==> src/rtl/apb_ctrl_pkg.sv <==
// apb_ctrl_pkg: shared FSM state encoding and fixed APB5 sideband values
package apb_ctrl_pkg;

    typedef enum logic [2:0] {
        ST_IDLE,
        ST_WAKE,
        ST_SETUP,
        ST_ACCESS,
        ST_RESP
    } state_e;

    localparam logic [2:0] PPROT_DEFAULT  = 3'b000;
    localparam logic       PWUSER_DEFAULT = 1'b0;

endpackage

==> src/rtl/rr_arbiter.sv <==
// rr_arbiter: combinational round-robin pick of the first request at or after ptr_i
//   req_i   : request vector, one bit per requester
//   ptr_i   : index holding highest priority this round
//   gnt_o   : one-hot grant (zero when nothing requests)
//   idx_o   : binary index of the granted requester
//   valid_o : any request present
module rr_arbiter #(
    parameter int NUM_REQ = 4,
    parameter int IW      = $clog2(NUM_REQ)
) (
    input  logic [NUM_REQ-1:0] req_i,
    input  logic [IW-1:0]      ptr_i,
    output logic [NUM_REQ-1:0] gnt_o,
    output logic [IW-1:0]      idx_o,
    output logic               valid_o
);

    logic          hi;
    logic [IW-1:0] hi_idx;
    logic [IW-1:0] lo_idx;

    // Scanning downward leaves the lowest matching index in each candidate:
    // hi_idx is the first request at or after the pointer, lo_idx the wrap-around choice.
    always_comb begin
        hi     = 1'b0;
        hi_idx = '0;
        lo_idx = '0;
        for (int k = NUM_REQ - 1; k >= 0; k--) begin
            if (req_i[k]) begin
                lo_idx = IW'(k);
                if (IW'(k) >= ptr_i) begin
                    hi     = 1'b1;
                    hi_idx = IW'(k);
                end
            end
        end
    end

    assign valid_o = |req_i;
    assign idx_o   = hi ? hi_idx : lo_idx;
    assign gnt_o   = NUM_REQ'(valid_o) << idx_o;

endmodule

==> src/rtl/apb_master_arbiter.sv <==
// apb_master_arbiter: round-robin sharing of one APB5 slave among NUM_REQ requesters
//   PCLK, PRESET              : clock, asynchronous active-high reset
//   req_valid/req_ready       : per-requester handshake, accepted only while idle
//   req_write/addr/wdata/strb/auser : flattened per-requester request fields
//   rsp_valid/rsp_rdata/rsp_err : one-cycle completion pulse to the granted requester
//   PSEL..PPARITY, PADDR..PWUSER : APB5 request side (registered, held after a transfer)
//   PRDATA, PREADY, PSLVERR, PPARERR : APB5 completion side
module apb_master_arbiter
    import apb_ctrl_pkg::*;
#(
    parameter int NUM_REQ         = 4,
    parameter int ADDR_WIDTH      = 32,
    parameter int DATA_WIDTH      = 32,
    parameter int STRB_WIDTH      = DATA_WIDTH / 8,
    parameter int USER_REQ_WIDTH  = 8,
    parameter int USER_DATA_WIDTH = DATA_WIDTH / 2,
    parameter int TIMEOUT         = 16
) (
    input  logic                              PCLK,
    input  logic                              PRESET,
    input  logic [NUM_REQ-1:0]                req_valid,
    input  logic [NUM_REQ-1:0]                req_write,
    input  logic [NUM_REQ*ADDR_WIDTH-1:0]     req_addr,
    input  logic [NUM_REQ*DATA_WIDTH-1:0]     req_wdata,
    input  logic [NUM_REQ*STRB_WIDTH-1:0]     req_strb,
    input  logic [NUM_REQ*USER_REQ_WIDTH-1:0] req_auser,
    output logic [NUM_REQ-1:0]                req_ready,
    output logic [NUM_REQ-1:0]                rsp_valid,
    output logic [DATA_WIDTH-1:0]             rsp_rdata,
    output logic                              rsp_err,
    output logic                              PSEL,
    output logic                              PENABLE,
    output logic                              PWRITE,
    output logic                              PWAKEUP,
    output logic                              PPARITY,
    output logic [ADDR_WIDTH-1:0]             PADDR,
    output logic [DATA_WIDTH-1:0]             PWDATA,
    output logic [STRB_WIDTH-1:0]             PSTRB,
    output logic [2:0]                        PPROT,
    output logic [USER_REQ_WIDTH-1:0]         PAUSER,
    output logic [USER_DATA_WIDTH-1:0]        PWUSER,
    input  logic [DATA_WIDTH-1:0]             PRDATA,
    input  logic                              PREADY,
    input  logic                              PSLVERR,
    input  logic                              PPARERR
);

    localparam int IW = $clog2(NUM_REQ);
    localparam int CW = $clog2(TIMEOUT);

    state_e                    state_q, state_d;
    logic [IW-1:0]             rr_ptr_q, rr_ptr_d;
    logic [IW-1:0]             gidx_q, gidx_d;
    logic                      awake_q, awake_d;
    logic [CW-1:0]             cnt_q, cnt_d;
    logic                      err_q, err_d;
    logic                      pwrite_q, pwrite_d;
    logic [ADDR_WIDTH-1:0]     paddr_q, paddr_d;
    logic [DATA_WIDTH-1:0]     pwdata_q, pwdata_d;
    logic [STRB_WIDTH-1:0]     pstrb_q, pstrb_d;
    logic [USER_REQ_WIDTH-1:0] pauser_q, pauser_d;

    logic [NUM_REQ-1:0]        arb_gnt;
    logic [IW-1:0]             arb_idx;
    logic                      arb_any;

    rr_arbiter #(
        .NUM_REQ (NUM_REQ),
        .IW      (IW)
    ) u_arb (
        .req_i   (req_valid),
        .ptr_i   (rr_ptr_q),
        .gnt_o   (arb_gnt),
        .idx_o   (arb_idx),
        .valid_o (arb_any)
    );

    always_ff @(posedge PCLK or posedge PRESET) begin
        if (PRESET) begin
            state_q  <= ST_IDLE;
            rr_ptr_q <= '0;
            gidx_q   <= '0;
            awake_q  <= 1'b0;
            cnt_q    <= '0;
            err_q    <= 1'b0;
            pwrite_q <= 1'b0;
            paddr_q  <= '0;
            pwdata_q <= '0;
            pstrb_q  <= '0;
            pauser_q <= '0;
        end else begin
            state_q  <= state_d;
            rr_ptr_q <= rr_ptr_d;
            gidx_q   <= gidx_d;
            awake_q  <= awake_d;
            cnt_q    <= cnt_d;
            err_q    <= err_d;
            pwrite_q <= pwrite_d;
            paddr_q  <= paddr_d;
            pwdata_q <= pwdata_d;
            pstrb_q  <= pstrb_d;
            pauser_q <= pauser_d;
        end
    end

    always_comb begin
        state_d   = state_q;
        rr_ptr_d  = rr_ptr_q;
        gidx_d    = gidx_q;
        awake_d   = awake_q;
        cnt_d     = cnt_q;
        err_d     = err_q;
        pwrite_d  = pwrite_q;
        paddr_d   = paddr_q;
        pwdata_d  = pwdata_q;
        pstrb_d   = pstrb_q;
        pauser_d  = pauser_q;
        req_ready = '0;
        case (state_q)
            ST_IDLE: begin
                if (arb_any) begin
                    req_ready = arb_gnt;
                    gidx_d    = arb_idx;
                    pwrite_d  = req_write[arb_idx];
                    paddr_d   = req_addr[arb_idx*ADDR_WIDTH +: ADDR_WIDTH];
                    pwdata_d  = req_wdata[arb_idx*DATA_WIDTH +: DATA_WIDTH];
                    pstrb_d   = req_strb[arb_idx*STRB_WIDTH +: STRB_WIDTH];
                    pauser_d  = req_auser[arb_idx*USER_REQ_WIDTH +: USER_REQ_WIDTH];
                    state_d   = awake_q ? ST_SETUP : ST_WAKE;
                end
            end
            ST_WAKE: begin
                awake_d = 1'b1;
                state_d = ST_SETUP;
            end
            ST_SETUP: begin
                cnt_d   = '0;
                state_d = ST_ACCESS;
            end
            ST_ACCESS: begin
                // PREADY wins over the timeout on the last allowed cycle
                if (PREADY) begin
                    err_d   = PSLVERR | PPARERR;
                    state_d = ST_RESP;
                end else if (cnt_q == CW'(TIMEOUT - 1)) begin
                    err_d   = 1'b1;
                    state_d = ST_RESP;
                end else begin
                    cnt_d = cnt_q + 1'b1;
                end
            end
            ST_RESP: begin
                rr_ptr_d = (gidx_q == IW'(NUM_REQ - 1)) ? '0 : gidx_q + 1'b1;
                state_d  = ST_IDLE;
            end
            default: state_d = ST_IDLE;
        endcase
    end

    assign PSEL      = (state_q == ST_SETUP) || (state_q == ST_ACCESS);
    assign PENABLE   = (state_q == ST_ACCESS);
    assign PWAKEUP   = (state_q == ST_WAKE) || PSEL;
    assign PWRITE    = pwrite_q;
    assign PADDR     = paddr_q;
    assign PWDATA    = pwdata_q;
    assign PSTRB     = pstrb_q;
    assign PAUSER    = pauser_q;
    assign PPROT     = PPROT_DEFAULT;
    assign PWUSER    = {USER_DATA_WIDTH{PWUSER_DEFAULT}};
    assign PPARITY   = ^{PADDR, PWRITE, PSTRB, PPROT, PWDATA, PAUSER, PWUSER};
    assign rsp_valid = (state_q == ST_RESP) ? NUM_REQ'(1) << gidx_q : '0;
    // The slave updates PRDATA on the completing edge, so it is passed through live
    assign rsp_rdata = (state_q == ST_RESP) ? PRDATA : '0;
    assign rsp_err   = (state_q == ST_RESP) && err_q;

endmodule

==> config.mk <==
export PLATFORM = sky130hd
export DESIGN_NAME = apb_master_arbiter
export DESIGN_NICKNAME = d
export VERILOG_FILES = /design/src/rtl/apb_ctrl_pkg.sv /design/src/rtl/rr_arbiter.sv /design/src/rtl/apb_master_arbiter.sv
export SDC_FILE = /design/constraint.sdc
export NUM_CORES = 1
export LEC_CHECK = 0
export CAP_MARGIN = 20
export CORE_AREA = 2 2 192 194
export CTS_BUF_LIST = sky130_fd_sc_hd__clkbuf_8
export DETAILED_ROUTE_END_ITERATION = 6
export DIE_AREA = 0 0 194 196
export GPL_TIMING_DRIVEN = 0
export MAX_ROUTING_LAYER = met4
export PLACE_DENSITY_LB_ADDON = 0.08
export REMOVE_ABC_BUFFERS = 1
export SETUP_SLACK_MARGIN = 0.2
export SLEW_MARGIN = 20
export SYNTH_ARGS = -nofsm -noshare
export SYNTH_HDL_FRONTEND = slang
export SYNTH_SLANG_ARGS = --single-unit
==> constraint.sdc <==
create_clock -name PCLK -period 7.5 [get_ports PCLK]
set_clock_uncertainty 0.15 [all_clocks]
set_input_delay 0.75 -clock PCLK [delete_from_list [all_inputs] [get_ports PCLK]]
set_output_delay 0.75 -clock PCLK [all_outputs]
set_load 0.005 [all_outputs]
==> results by group, run 1 <==
Timing
  • Unrepaired setup endpoints after global routing: no
  • Fin crit period: 4.413 ns
  • Period utilization: 58.84%
  • Setup violations, final: 0
  • Slew headroom: 53.72%
  • Achievable Freq: 0.2266 GHz
  • Max Slew Vio Count: 0
  • Setup slack after layout: 3.087 ns
  • Post-route setup TNS: 0 ns
  • Fin. Hold Viols: 0
  • Tightest Pin Transition: 0.6926 ns

Route
  • Via Count: 8962
  • Routed Antenna Nets: 0
  • Average vias per placed instance: 4.744
  • First-pass DRT Iterations: 4
  • First DRT Iteration DRCs: roughly 330
  • Average wire per standard cell: 19.72 um
  • DRT Wirelength: 37250 um
  • Residual DRC: 0

GRT
  • GRT Residual Overflow: 0
  • Via count of the first global-routing pass: 8833
  • First-pass GRT wire length: about 56000 um
  • GR Util All Layers: between 10% and 20%
  • Top Usage Layer GRT: met2
  • Largest net degree at the start of global routing: 94
  • M1 GR Usage: 22.93%
  • GR Util met3: 5.157%
  • Initial antenna violation count: 3
  • Met2 Use GR: 33.47%

Layout
  • Final Core Density: 37.87%
  • Share of cells above drive strength 1: 3.808%
  • Non-Filler Instances: 1889
  • Fin nets: about 1800
  • Layout area overhead: 71.58%

Synthesis
  • Ys flop type: dfrtp_1
  • Top cell type's share of synthesized area: 29.03%
  • Synth cell count leaders: 308 x a211oi_1, 164 x inv_1, 90 x dfrtp_1
  • Cells after Synth: 1017
  • Most common cell in the netlist: a211oi_1
  • Largest cells by area after synthesis: a211oi_1 29%, dfrtp_1 28%, inv_1 7.7%
  • Post-synth top area cell: a211oi_1
  • Post-synth EDFFs: 0
  • Mean post-synth cell area: 7.831 um2
  • Register bit total from synthesis: 90
  • Async set-or-reset flop fraction in the synthesized netlist: 100.0%
  • Register area share after synthesis: 28.28%
  • Total of warnings raised by yosys: 0
  • Synth Cell Area: between 0.007 and 0.008 mm2
  • Synth cell types: 36

Critical path
  • Slowest CP cell: clkdlybuf4s50_1
  • Crit path required time: 6.60 ns
  • Worst Path Class, Setup: primary input to output pin
  • Crit Path Max Fanout: 42
  • Crit path largest cell delay: 0.56 ns
  • CP cell instances: clkdlybuf4s50_1, a21oi_1, o21ai_4, buf_16, a21o_4, buf_12, nor3_1, clkdlybuf4s50_1
  • Crit-path most repeated cell: clkdlybuf4s50_1
  • Arrival @ worst endpoint: between 3 and 4 ns
  • Crit end category: output pin
  • CP Launch Type: primary input

Power
  • VDD IR max: roughly 0.00092 V
  • Pwr dens: 413.4 mW/mm2
  • Leakage: 5.610 nW
  • Pwr Total: between 5 and 6 mW

Clock network
  • Clock sinks: 90
  • Inserted Clock Buffers: 9
  • CTS Hold Bufs: 0
  • CTS tree: done
  • Clock Latency Late Sink: 0.38 ns
  • Post_cts resized: 0
  • Setup bufs post-CTS: 0
  • Clock H-tree levels: 3
  • Root buffer cell: clkbuf_8
  • Clk buf depth: 2
  • Clk slew on worst S/H paths: 0.09 ns

Place
  • Dpl hpwl: 28110 um
  • Routability cong.: ~0.77
  • Buffers on Ports: 470
  • Placed insts: 1871
  • Pre-CTS setup slack: 3.071 ns

Run
  • Max_cap viols: 0

Floorplan
  • Die Wd: 194 um
  • Core area: roughly 0.036 mm2
  • Die Y: ~200 um
  • I/O Pins: 490
  • Initial Util: 22.07%
  • Die footprint: 0.03802 mm2
  • Site Rows: 70

Run status
  • Outcome: complete, no violations

Worst hold path
  • Hold WC Path Type: flop to flop
cells in the final DEF, fill, tap and decap left out, drive strengths merged, types with 2 or more instances in the layout:
master | netlist | routed
a21o | 2 | 2
nand2b | 3 | 3
clkbuf | 89 | 10
o21ai | 8 | 8
a31oi | 2 | 2
and3 | 38 | 38
ha | 5 | 5
diode | 0 | 3
nand2 | 85 | 85
a22o | 2 | 2
clkdlybuf4s50 | 0 | 470
a211oi | 309 | 309
o31ai | 79 | 79
nor3 | 5 | 5
a21oi | 7 | 7
buf | 41 | 28
clkinvlp | 0 | 3
nor2 | 8 | 8
xnor3 | 8 | 8
inv | 165 | 166
xnor2 | 56 | 56
xor2 | 4 | 4
conb | 1 | 19
dfrtp | 90 | 90
critical path: cells and delay by family:
kind            cells  cell delay (ns)
buf+inv             4             1.58
simple gates        1             0.08
compound gates      3             1.09
where the power goes:
part           switching, mW  internal (mW)
Clock                  0.202          0.161
Combinational           1.90           2.42
Sequential             0.256          0.718
stage by stage:
| step | instance area (um2) | hold slack, ns |
|---|---|---|
| after floorplan | 7460 | 0.3002 |
| after CTS | 13660 | 0.3441 |
| after detailed placement | 13460 | 0.3214 |
| final | 13660 | 0.3350 |
| after global placement | 12750 | 0.3222 |
| after global routing | 13660 | 0.4015 |
layer usage:
layer / up-vias / part of all wire (%)
met5: - / 0
met4: 0 / 1.4
met3: 26 / 7.4
met2: 313 / 50
met1: 4190 / 41
li1: 4433 / -
cells by family after synthesis:
group,share of synthesized area [%]
compound gates,38.68
buf+inv,14.96
simple gates,8.248
flops,28.28
xor+xnor,8.861
fa+ha+maj,0.7855
other cells,0.04709
mux,0.1414
state kept, by name (all words and copies together) (netlist names):
signal,count
PWRITE,1
cnt_q,4
gidx_q,2
PSTRB,4
PAUSER,8
rr_ptr_q,2
state_q,3
err_q,1
awake_q,1
PWDATA,32
PADDR,32
final timing paths:
| kind | start | endpoint | slack [ns] | depth (start not counted) |
|---|---|---|---|---|
| max | req_valid[0] | req_ready[2] | 3.09 | 8 |
| min | awake_q$_DFFE_PP0P_ | awake_q$_DFFE_PP0P_ | 0.34 | 2 |
| min reg2reg | awake_q$_DFFE_PP0P_ | awake_q$_DFFE_PP0P_ | 0.34 | 2 |
| min in group asynchronous | PRESET | PADDR[6]$_DFFE_PP0P_ | 0.60 | 2 |
| max in group asynchronous | PRESET | state_q[2]$_DFFE_PP0P_ | 5.93 | 3 |
| max reg2reg | rr_ptr_q[1]$_DFFE_PP0P_ | PADDR[12]$_DFFE_PP0P_ | 4.61 | 7 |
cell type report:
type	instances	area, um2
sequential	90	2253
inverter	165	631.9
tap	468	585.6
multi-input combinational	650	4646
timing repair buffer	498	5346
clock buffer	10	137.6
clock inverter	5	56.30
fill	3791	22420
antenna	3	7.507
No activity file was read; power rests on OpenSTA's default activity.
==> run 2: changes to the inputs <==
==> constraint.sdc (replaced) <==
create_clock -name PCLK -period 4.14 [get_ports PCLK]
set_clock_uncertainty 0.15 [all_clocks]
set_input_delay 0.414 -clock PCLK [delete_from_list [all_inputs] [get_ports PCLK]]
set_output_delay 0.414 -clock PCLK [all_outputs]
set_load 0.005 [all_outputs]
==> results of run 2 <==
The final DEF is identical to that of run 1. Status: complete, no violations.
Main changes from that run: setup slack after placement 3.071 ns -> 0.3829 ns; clock-pin slew on the worst setup and hold paths 0.09 ns -> 0.11 ns; setup slack after layout 3.087 ns -> 0.3994 ns; hold slack 0.3350 ns -> 0.2602 ns; register-to-register setup slack 4.61 ns -> 1.25 ns; total power 5.649 mW -> 9.819 mW; worst IR drop on VDD 0.0009219 V -> 0.001106 V
